### config.mk
export PLATFORM = sky130hd
export DESIGN_NAME = fifo_spi_readout
export DESIGN_NICKNAME = d
export VERILOG_FILES = /design/src/rtl/fifo_spi_readout_pkg.sv /design/src/rtl/fifo_spi_readout_spi_in_sync.sv /design/src/rtl/fifo_spi_readout.sv
export SDC_FILE = /design/constraint.sdc
export NUM_CORES = 1
export LEC_CHECK = 0
export CORE_ASPECT_RATIO = 0.8
export CORE_MARGIN = 4
export CORE_UTILIZATION = 36
export CTS_CLUSTER_DIAMETER = 200
export DETAILED_ROUTE_END_ITERATION = 8
export PLACE_DENSITY = 0.55
export REMOVE_ABC_BUFFERS = 1
export SLEW_MARGIN = 20
export SYNTH_ARGS = -nofsm -noshare
export SYNTH_HDL_FRONTEND = slang
export SYNTH_SLANG_ARGS = --single-unit
### constraint.sdc
create_clock -name iClk -period 7.2 [get_ports iClk]
set_input_delay 1.44 -clock iClk [delete_from_list [all_inputs] [get_ports iClk]]
set_output_delay 1.44 -clock iClk [all_outputs]
set_load 0.01 [all_outputs]
### src/rtl/fifo_spi_readout_pkg.sv
// Shared constants and types for the TDC FIFO SPI read side.
package fifo_spi_readout_pkg;

  // Frame layout: status byte followed by the 32-bit FIFO word, MSB first.
  localparam int unsigned STAT_W  = 8;
  localparam int unsigned FRAME_W = 40;

  // Status byte bit positions.
  localparam int unsigned ST_VALID  = 7;
  localparam int unsigned ST_OVF    = 6;
  localparam int unsigned ST_CNT_HI = 5;
  localparam int unsigned ST_CNT_LO = 0;

  // Width of the completed-valid-frame counter carried in the status byte.
  localparam int unsigned CNT_W = ST_CNT_HI - ST_CNT_LO + 1;

  typedef enum logic [1:0] {
    StIdle,
    StArm,
    StShift,
    StDone
  } state_e;

endpackage

### src/rtl/fifo_spi_readout_spi_in_sync.sv
// Multi-stage synchronizer for one asynchronous SPI pin, with registered
// single-cycle rise/fall pulses derived from the synchronized level.
module spi_in_sync #(
  parameter int unsigned Stages   = 2,     // at least 2
  parameter logic        ResetVal = 1'b0   // idle level of the pin
) (
  input  logic clk_i,
  input  logic rst_i,
  input  logic d_i,
  output logic level_o,
  output logic rise_o,
  output logic fall_o
);

  logic [Stages-1:0] sync_q, sync_d;
  logic              prev_q, prev_d;
  logic              rise_q, rise_d;
  logic              fall_q, fall_d;

  // Shift the pin through the chain and compare the last stage with its previous value.
  always_comb begin
    sync_d = {sync_q[Stages-2:0], d_i};
    prev_d = sync_q[Stages-1];
    rise_d = sync_q[Stages-1] & ~prev_q;
    fall_d = ~sync_q[Stages-1] & prev_q;
  end

  // Synchronizer, edge-detect and pulse registers.
  always_ff @(posedge clk_i or posedge rst_i) begin
    if (rst_i) begin
      sync_q <= {Stages{ResetVal}};
      prev_q <= ResetVal;
      rise_q <= 1'b0;
      fall_q <= 1'b0;
    end else begin
      sync_q <= sync_d;
      prev_q <= prev_d;
      rise_q <= rise_d;
      fall_q <= fall_d;
    end
  end

  assign level_o = sync_q[Stages-1];
  assign rise_o  = rise_q;
  assign fall_o  = fall_q;

endmodule

### src/rtl/fifo_spi_readout.sv
// Read side of the TDC measurement FIFO: prefetches one word into a staging
// register and serves it to an SPI master (mode 0) as a 40-bit frame made of a
// status byte and the data word, one word per chip-select frame.
module fifo_spi_readout #(
  parameter int unsigned DATA_W      = 32,
  parameter int unsigned STAT_W      = 8,
  parameter int unsigned SYNC_STAGES = 2
) (
  input  logic              iClk,
  input  logic              iRst,
  input  logic              iEmpty,
  input  logic [DATA_W-1:0] iData,
  input  logic              iOvf,
  input  logic              iSclk,
  input  logic              iCsN,
  output logic              oReadEN,
  output logic              oMiso,
  output logic              oMisoOe,
  output logic              oFrameDone,
  output logic              oBusy
);

  import fifo_spi_readout_pkg::*;

  localparam int unsigned FrameW = STAT_W + DATA_W;
  localparam int unsigned BitW   = $clog2(FrameW);
  localparam logic [BitW-1:0] LastBit = BitW'(FrameW - 1);

  // Synchronized SPI inputs.
  logic sclk_level, sclk_rise, sclk_fall;
  logic cs_level, cs_rise, cs_fall;
  logic unused_sclk;

  spi_in_sync #(
    .Stages  (SYNC_STAGES),
    .ResetVal(1'b0)
  ) u_sclk_sync (
    .clk_i  (iClk),
    .rst_i  (iRst),
    .d_i    (iSclk),
    .level_o(sclk_level),
    .rise_o (sclk_rise),
    .fall_o (sclk_fall)
  );

  spi_in_sync #(
    .Stages  (SYNC_STAGES),
    .ResetVal(1'b1)
  ) u_cs_sync (
    .clk_i  (iClk),
    .rst_i  (iRst),
    .d_i    (iCsN),
    .level_o(cs_level),
    .rise_o (cs_rise),
    .fall_o (cs_fall)
  );

  // Mode 0 only needs the falling edge of SCLK.
  assign unused_sclk = sclk_level ^ sclk_rise;

  // Staging register state.
  logic              run_q, run_d;
  logic              pend_q, pend_d;
  logic              staged_q, staged_d;
  logic [DATA_W-1:0] word_q, word_d;
  logic              retire;

  // Frame FSM state.
  state_e            state_q, state_d;
  logic [FrameW-1:0] shift_q, shift_d;
  logic [BitW-1:0]   bit_cnt_q, bit_cnt_d;
  logic              valid_q, valid_d;
  logic [CNT_W-1:0]  frame_cnt_q, frame_cnt_d;
  logic              done_q, done_d;
  logic              busy_q, busy_d;
  logic              oe_q, oe_d;
  logic [STAT_W-1:0] status;
  logic [DATA_W-1:0] data_sel;

  // run_q keeps the read strobe quiet while reset is held and for one cycle after.
  assign oReadEN = run_q & ~staged_q & ~pend_q & ~iEmpty;

  // Prefetch: a read issued this cycle returns data next cycle, which fills the stage.
  always_comb begin
    run_d    = 1'b1;
    pend_d   = oReadEN;
    staged_d = staged_q;
    word_d   = word_q;
    if (pend_q) begin
      word_d   = iData;
      staged_d = 1'b1;
    end else if (retire) begin
      staged_d = 1'b0;
    end
  end

  // Staging registers.
  always_ff @(posedge iClk or posedge iRst) begin
    if (iRst) begin
      run_q    <= 1'b0;
      pend_q   <= 1'b0;
      staged_q <= 1'b0;
      word_q   <= '0;
    end else begin
      run_q    <= run_d;
      pend_q   <= pend_d;
      staged_q <= staged_d;
      word_q   <= word_d;
    end
  end

  // Frame FSM next state: load in ARM, shift on SCLK falls, finish or abort on CS rise.
  always_comb begin
    state_d     = state_q;
    shift_d     = shift_q;
    bit_cnt_d   = bit_cnt_q;
    valid_d     = valid_q;
    frame_cnt_d = frame_cnt_q;
    done_d      = 1'b0;
    retire      = 1'b0;

    status            = '0;
    status[ST_VALID]  = staged_q;
    status[ST_OVF]    = iOvf;
    status[ST_CNT_HI:ST_CNT_LO] = frame_cnt_q;
    data_sel          = staged_q ? word_q : {DATA_W{1'b0}};

    unique case (state_q)
      StIdle: begin
        if (cs_fall) begin
          state_d = StArm;
        end
      end
      StArm: begin
        // Snapshot is taken here; a capture landing later does not change this frame.
        shift_d   = {status, data_sel};
        valid_d   = staged_q;
        bit_cnt_d = '0;
        if (cs_rise) begin
          shift_d = '0;
          state_d = StIdle;
        end else begin
          state_d = StShift;
        end
      end
      StShift: begin
        if (cs_rise) begin
          shift_d = '0;
          if (bit_cnt_q == LastBit) begin
            state_d = StDone;
            done_d  = 1'b1;
          end else begin
            state_d = StIdle;
          end
        end else if (sclk_fall) begin
          // Zero fill makes MISO read 0 once all bits are out.
          shift_d = {shift_q[FrameW-2:0], 1'b0};
          if (bit_cnt_q != LastBit) begin
            bit_cnt_d = bit_cnt_q + 1'b1;
          end
        end
      end
      StDone: begin
        state_d = StIdle;
        if (valid_q) begin
          retire      = 1'b1;
          frame_cnt_d = frame_cnt_q + 1'b1;
        end
      end
      default: begin
        state_d = StIdle;
      end
    endcase

    busy_d = (state_d != StIdle);
    oe_d   = ~cs_level;
  end

  // Frame FSM and registered outputs.
  always_ff @(posedge iClk or posedge iRst) begin
    if (iRst) begin
      state_q     <= StIdle;
      shift_q     <= '0;
      bit_cnt_q   <= '0;
      valid_q     <= 1'b0;
      frame_cnt_q <= '0;
      done_q      <= 1'b0;
      busy_q      <= 1'b0;
      oe_q        <= 1'b0;
    end else begin
      state_q     <= state_d;
      shift_q     <= shift_d;
      bit_cnt_q   <= bit_cnt_d;
      valid_q     <= valid_d;
      frame_cnt_q <= frame_cnt_d;
      done_q      <= done_d;
      busy_q      <= busy_d;
      oe_q        <= oe_d;
    end
  end

  assign oMiso      = shift_q[FrameW-1];
  assign oMisoOe    = oe_q;
  assign oFrameDone = done_q;
  assign oBusy      = busy_q;

endmodule
### Word-level counts from Yosys, hierarchy flattened

Index checks and enable logic that the tools add are counted.

* equal/unequal tests: 9
* order comparisons: 0
* div/mod/pow operators: 0
* multiplexer cells: 21
* shift-type cells: 0
* add/subtract/negate cells: 2
* reductions and logical operators: 7
* bitwise logic cells: 12
* multiply operators: 0

Operator list (count)
* $mux 40: 3
* $pmux 40 s2: 1
* $mux 32: 1
* $mux 6: 3
* $add 6x1->6 const B: 2
* $pmux 6 s2: 1
* $mux 2: 4
* $pmux 2 s4: 1
* $mux 1: 7
* $and 1x1->1: 6
* $eq 6x6->1 const B: 1
* $ne 6x6->1 const B: 1
* $not 1->1: 6
* $reduce_bool 2->1: 3
* $eq 2x2->1 const B: 2
* $ne 2x2->1 const B: 2
* $reduce_and 2->1: 2
* $reduce_and 4->1: 1
* $ne 3x1->1 const B: 1
* $eq 2x1->1 const B: 1
* $logic_not 2->1: 1
* $ne 2x1->1 const B: 1

* bits in latches: 0
* register bits: 102
* output and inout port bits: 5
* word-level logic and storage cells: 70
* RAM bits: 0
* bits in read-only memories: 0
* input bits: 38
* memories kept: 0

### Logic depth before layout (Yosys ltp)

* word-level depth: 5
* depth in mapped cells: 7
* gate-level depth less buffers: 5

### Hierarchy

Synthesis repeated with hierarchy kept, for this count alone.

* cells, all modules: 321
* area total of the unflattened synthesis: 4574.4 um^2

By module, submodules not included
* fifo_spi_readout: instances 1, cells an instance 305, seq. area each 2327.2 um^2, area an instance 4282.9 um^2
* spi_in_sync (u_cs_sync): instances 1, cells an instance 8, seq. area each 128.9 um^2, area an instance 147.6 um^2
* spi_in_sync (u_sclk_sync): instances 1, cells an instance 8, seq. area each 125.1 um^2, area an instance 143.9 um^2

### Worst setup path after synthesis

Ideal clock, no wire load.

* path type: in2out
* start: input iEmpty
* end: output oReadEN
* slack: 3.822 ns
* cell stages on the path: 1
* buffers on the path: 0
* arrival: 1.938 ns
* cells stage by stage: nor4b_1

* cells in the longest elaborated chain, start to end: 2

RTL lines
* from (decl): RTL line fifo_spi_readout.sv:11 `input logic iEmpty,`
* $not 1->1: RTL line fifo_spi_readout.sv:81 `assign oReadEN = run_q & ~staged_q & ~pend_q & ~iEmpty;`
* $and 1x1->1: RTL line fifo_spi_readout.sv:81
* to (decl): RTL line fifo_spi_readout.sv:16 `output logic oReadEN,`

No other way between the ends.

### Worst setup path in the final report

Ends and elaborated chain as after synthesis.

==> results.tsv <==
metric	value	unit
worst slew pin tran	0.825	ns
worst r2r src	state_q[0]	
Post-synth EDFFs	0	
Synth area leader	dfrtp_1	
Synth area leaders	dfrtp_1 (57%), mux2_2 (18%), a22o_1 (6.2%)	
initial core utilization	37.4	%
RePlAce Congestion	0.748	
post_cts resized	0	
Design Power	1920	uW
Post-CTS Hold Fix Bufs	0	
synthesis-to-layout area growth	18.9	%
met1 Use GR	16.0	%
DR WL/cell	14.8	um
most common flop cell mapped by yosys	dfrtp_1	
ant diodes	0	
Most Crowded Layer GR	met2	
crit end category	primary output	
M2 GR Usage	16.8	%
Critical Path AT	2.76	ns
WP data required	5.76	ns
reg-to-reg endpoint	shift_q[36]	
hold path start	u_sclk_sync.sync_q[0]	
All-Layer GR Usage	11.5	%
Worst Hold Path EP	u_sclk_sync.sync_q[1]	
Die Width	131	um
DP Worst Slack	2.98	ns
sequential cell area	0.00256	mm^2
most common cell in the netlist	dfrtp_1	
CP Max Fanout	2	
fillers	1094	
part of the Yosys area used for sequential elements	58.5	%
Worst Hold Depth	0	
Final Core Density	44.5	%
num rows	35	
pin count of the biggest net entering global routing	81	
Post-Synthesis Cell Area	0.00437	mm^2
area of the multi-input gates	0.00168	mm^2
Final Routed Wirelength	7.45	mm
FMAX	238	MHz
Mapped Cells	309	
Bufs on Longest Clock Path	2	
Worst setup SP type	input pin	
drt via density	5.00	
Reg clk slew, reported paths	0.07	ns
CTS Sinks	102	
Avg Inst Size Synth	14.2	um^2
H-tree depth	3	
Die Height	107	um
final period utilization	58.3	%
pwr dens	370	mW/mm^2
Ys Warns	0	
die footprint	0.0140	mm^2
drt initial violations	100	
vias in the first global route	2602	
setup tns final	0	ns
gr ovfl total	0	
R2R Setup Slk	4.67	ns
core region area	0.0117	mm^2
status	complete, no violations	
met3 usage	3.28	%
# Max-Cap Violations	0	
setup ws final	3.00	ns
slew margin rel.	45.0	%
Worst Reg-to-Reg Cells	6	
nets@finish	393	
final slew viol count	0	
Final min period	4.20	ns
root buf cell	clkbuf_16	
Cell Count Post-Placement	486	
final setup fails	0	
FFs w/ async S/R, synth	100	%
Layout Cells excl Fill	502	
maximum VDD drop	0.121	mV
Final Hold Vio Count	0	
first-pass GRT wire length	13.0	mm
Setup CP Type	input pin to primary output	
RSZ-0062 raised after global routing	false	
Hold WC Path Type	flop to flop	
DP HPWL	4.62	mm
clock skew	0.00494	ns
CTS Buf Count	9	
TritonCTS clock tree	done	
Netlist cell types	43	
Clock Latency Late Sink	0.34	ns
share of cells above drive strength 1	28.0	%
Yosys reg bits	102	
Top Ports	43	
initial antenna violation count	0	
Post-route DRC	0	
leakage	0.00235	uW
TritonRoute pass-1 iters	4	
Vias	2510	
post-route ant nets	0	
Post-synth top cells	dfrtp_1 (99), mux2_2 (71), a22o_1 (31)	
top-area cell type share of the netlist area	56.7	%
postcts setup bufs	0	
# port buffers	42	
layout make-up:
cell class	instances	area share, %
sequential	102	49.2
clock inverter	6	1.20
timing repair buffer	46	8.74
clock buffer	10	4.41
tap	148	3.56
multi-input combinational	183	32.4
inverter	7	0.554
report_power, final:
| part | total (uW) | leakage [uW] | internal [uW] | switching, uW |
|---|---|---|---|---|
| clock network | 473 | 0.000134 | 268 | 205 |
| logic | 573 | 0.000928 | 340 | 233 |
| registers | 877 | 0.00129 | 770 | 107 |
| total | 1920 | 0.00235 | 1380 | 545 |
how the worst max path moves through the flow:
stage / start / to
3_3_place_gp: iEmpty / oReadEN
3_5_place_dp: iEmpty / oReadEN
2_1_floorplan: iRst / bit_cnt_q[0]
6_report: iEmpty / oReadEN
4_1_cts: iEmpty / oReadEN
5_1_grt: iEmpty / oReadEN
layout by cell type, fill, tap and decap left out, types with 6 or more instances in the layout:
cell type,n
inv_1,6
nor2_1,10
mux2i_1,12
clkdlybuf4s50_1,42
a22o_1,31
nand2_1,11
dfrtp_1,99
ha_1,6
mux2_2,71
clkbuf_16,9
per-layer routing:
layer / part of all wire, % / wire length, um / up-vias
met5: 0 / 0 / -
met4: 1.9 / 145 / 0
met3: 3.6 / 266 / 11
met2: 45 / 3340 / 39
met1: 50 / 3690 / 1267
li1: - / - / 1193
sequential cells by signal, summed over array words and instances, names as in the netlist, 2 cells and up:
name,cells
state_q,2
u_cs_sync.sync_q,2
u_sclk_sync.sync_q,2
bit_cnt_q,6
word_q,32
shift_q,40
frame_cnt_q,6
kinds of logic after synthesis:
| group | Yosys count | synth area share [%] |
|---|---|---|
| AOI/OAI and AO/OA | 45 | 8.41 |
| xor gates and xnor gates | 5 | 1.00 |
| adders and majority gates | 6 | 1.72 |
| buffers and inverters | 24 | 3.40 |
| DFF | 102 | 58.5 |
| muxes | 84 | 21.3 |
| other | 1 | 0.0858 |
| and+or+nand+nor | 42 | 5.64 |
worst max-delay path, cell delays in order:
cell and delay (ns):
clkdlybuf4s50_1 0.39, nor4b_1 0.31, clkdlybuf4s50_1 0.61
per-stage QoR:
stage                     hold WS (ns)  area, um^2
after CTS                        0.361        5190
after detailed placement         0.347        4900
final                            0.356        5200
after global placement           0.337        4900
after floorplan                  0.331        4250
after global routing             0.367        5200
(Power assumes the default switching activity.)
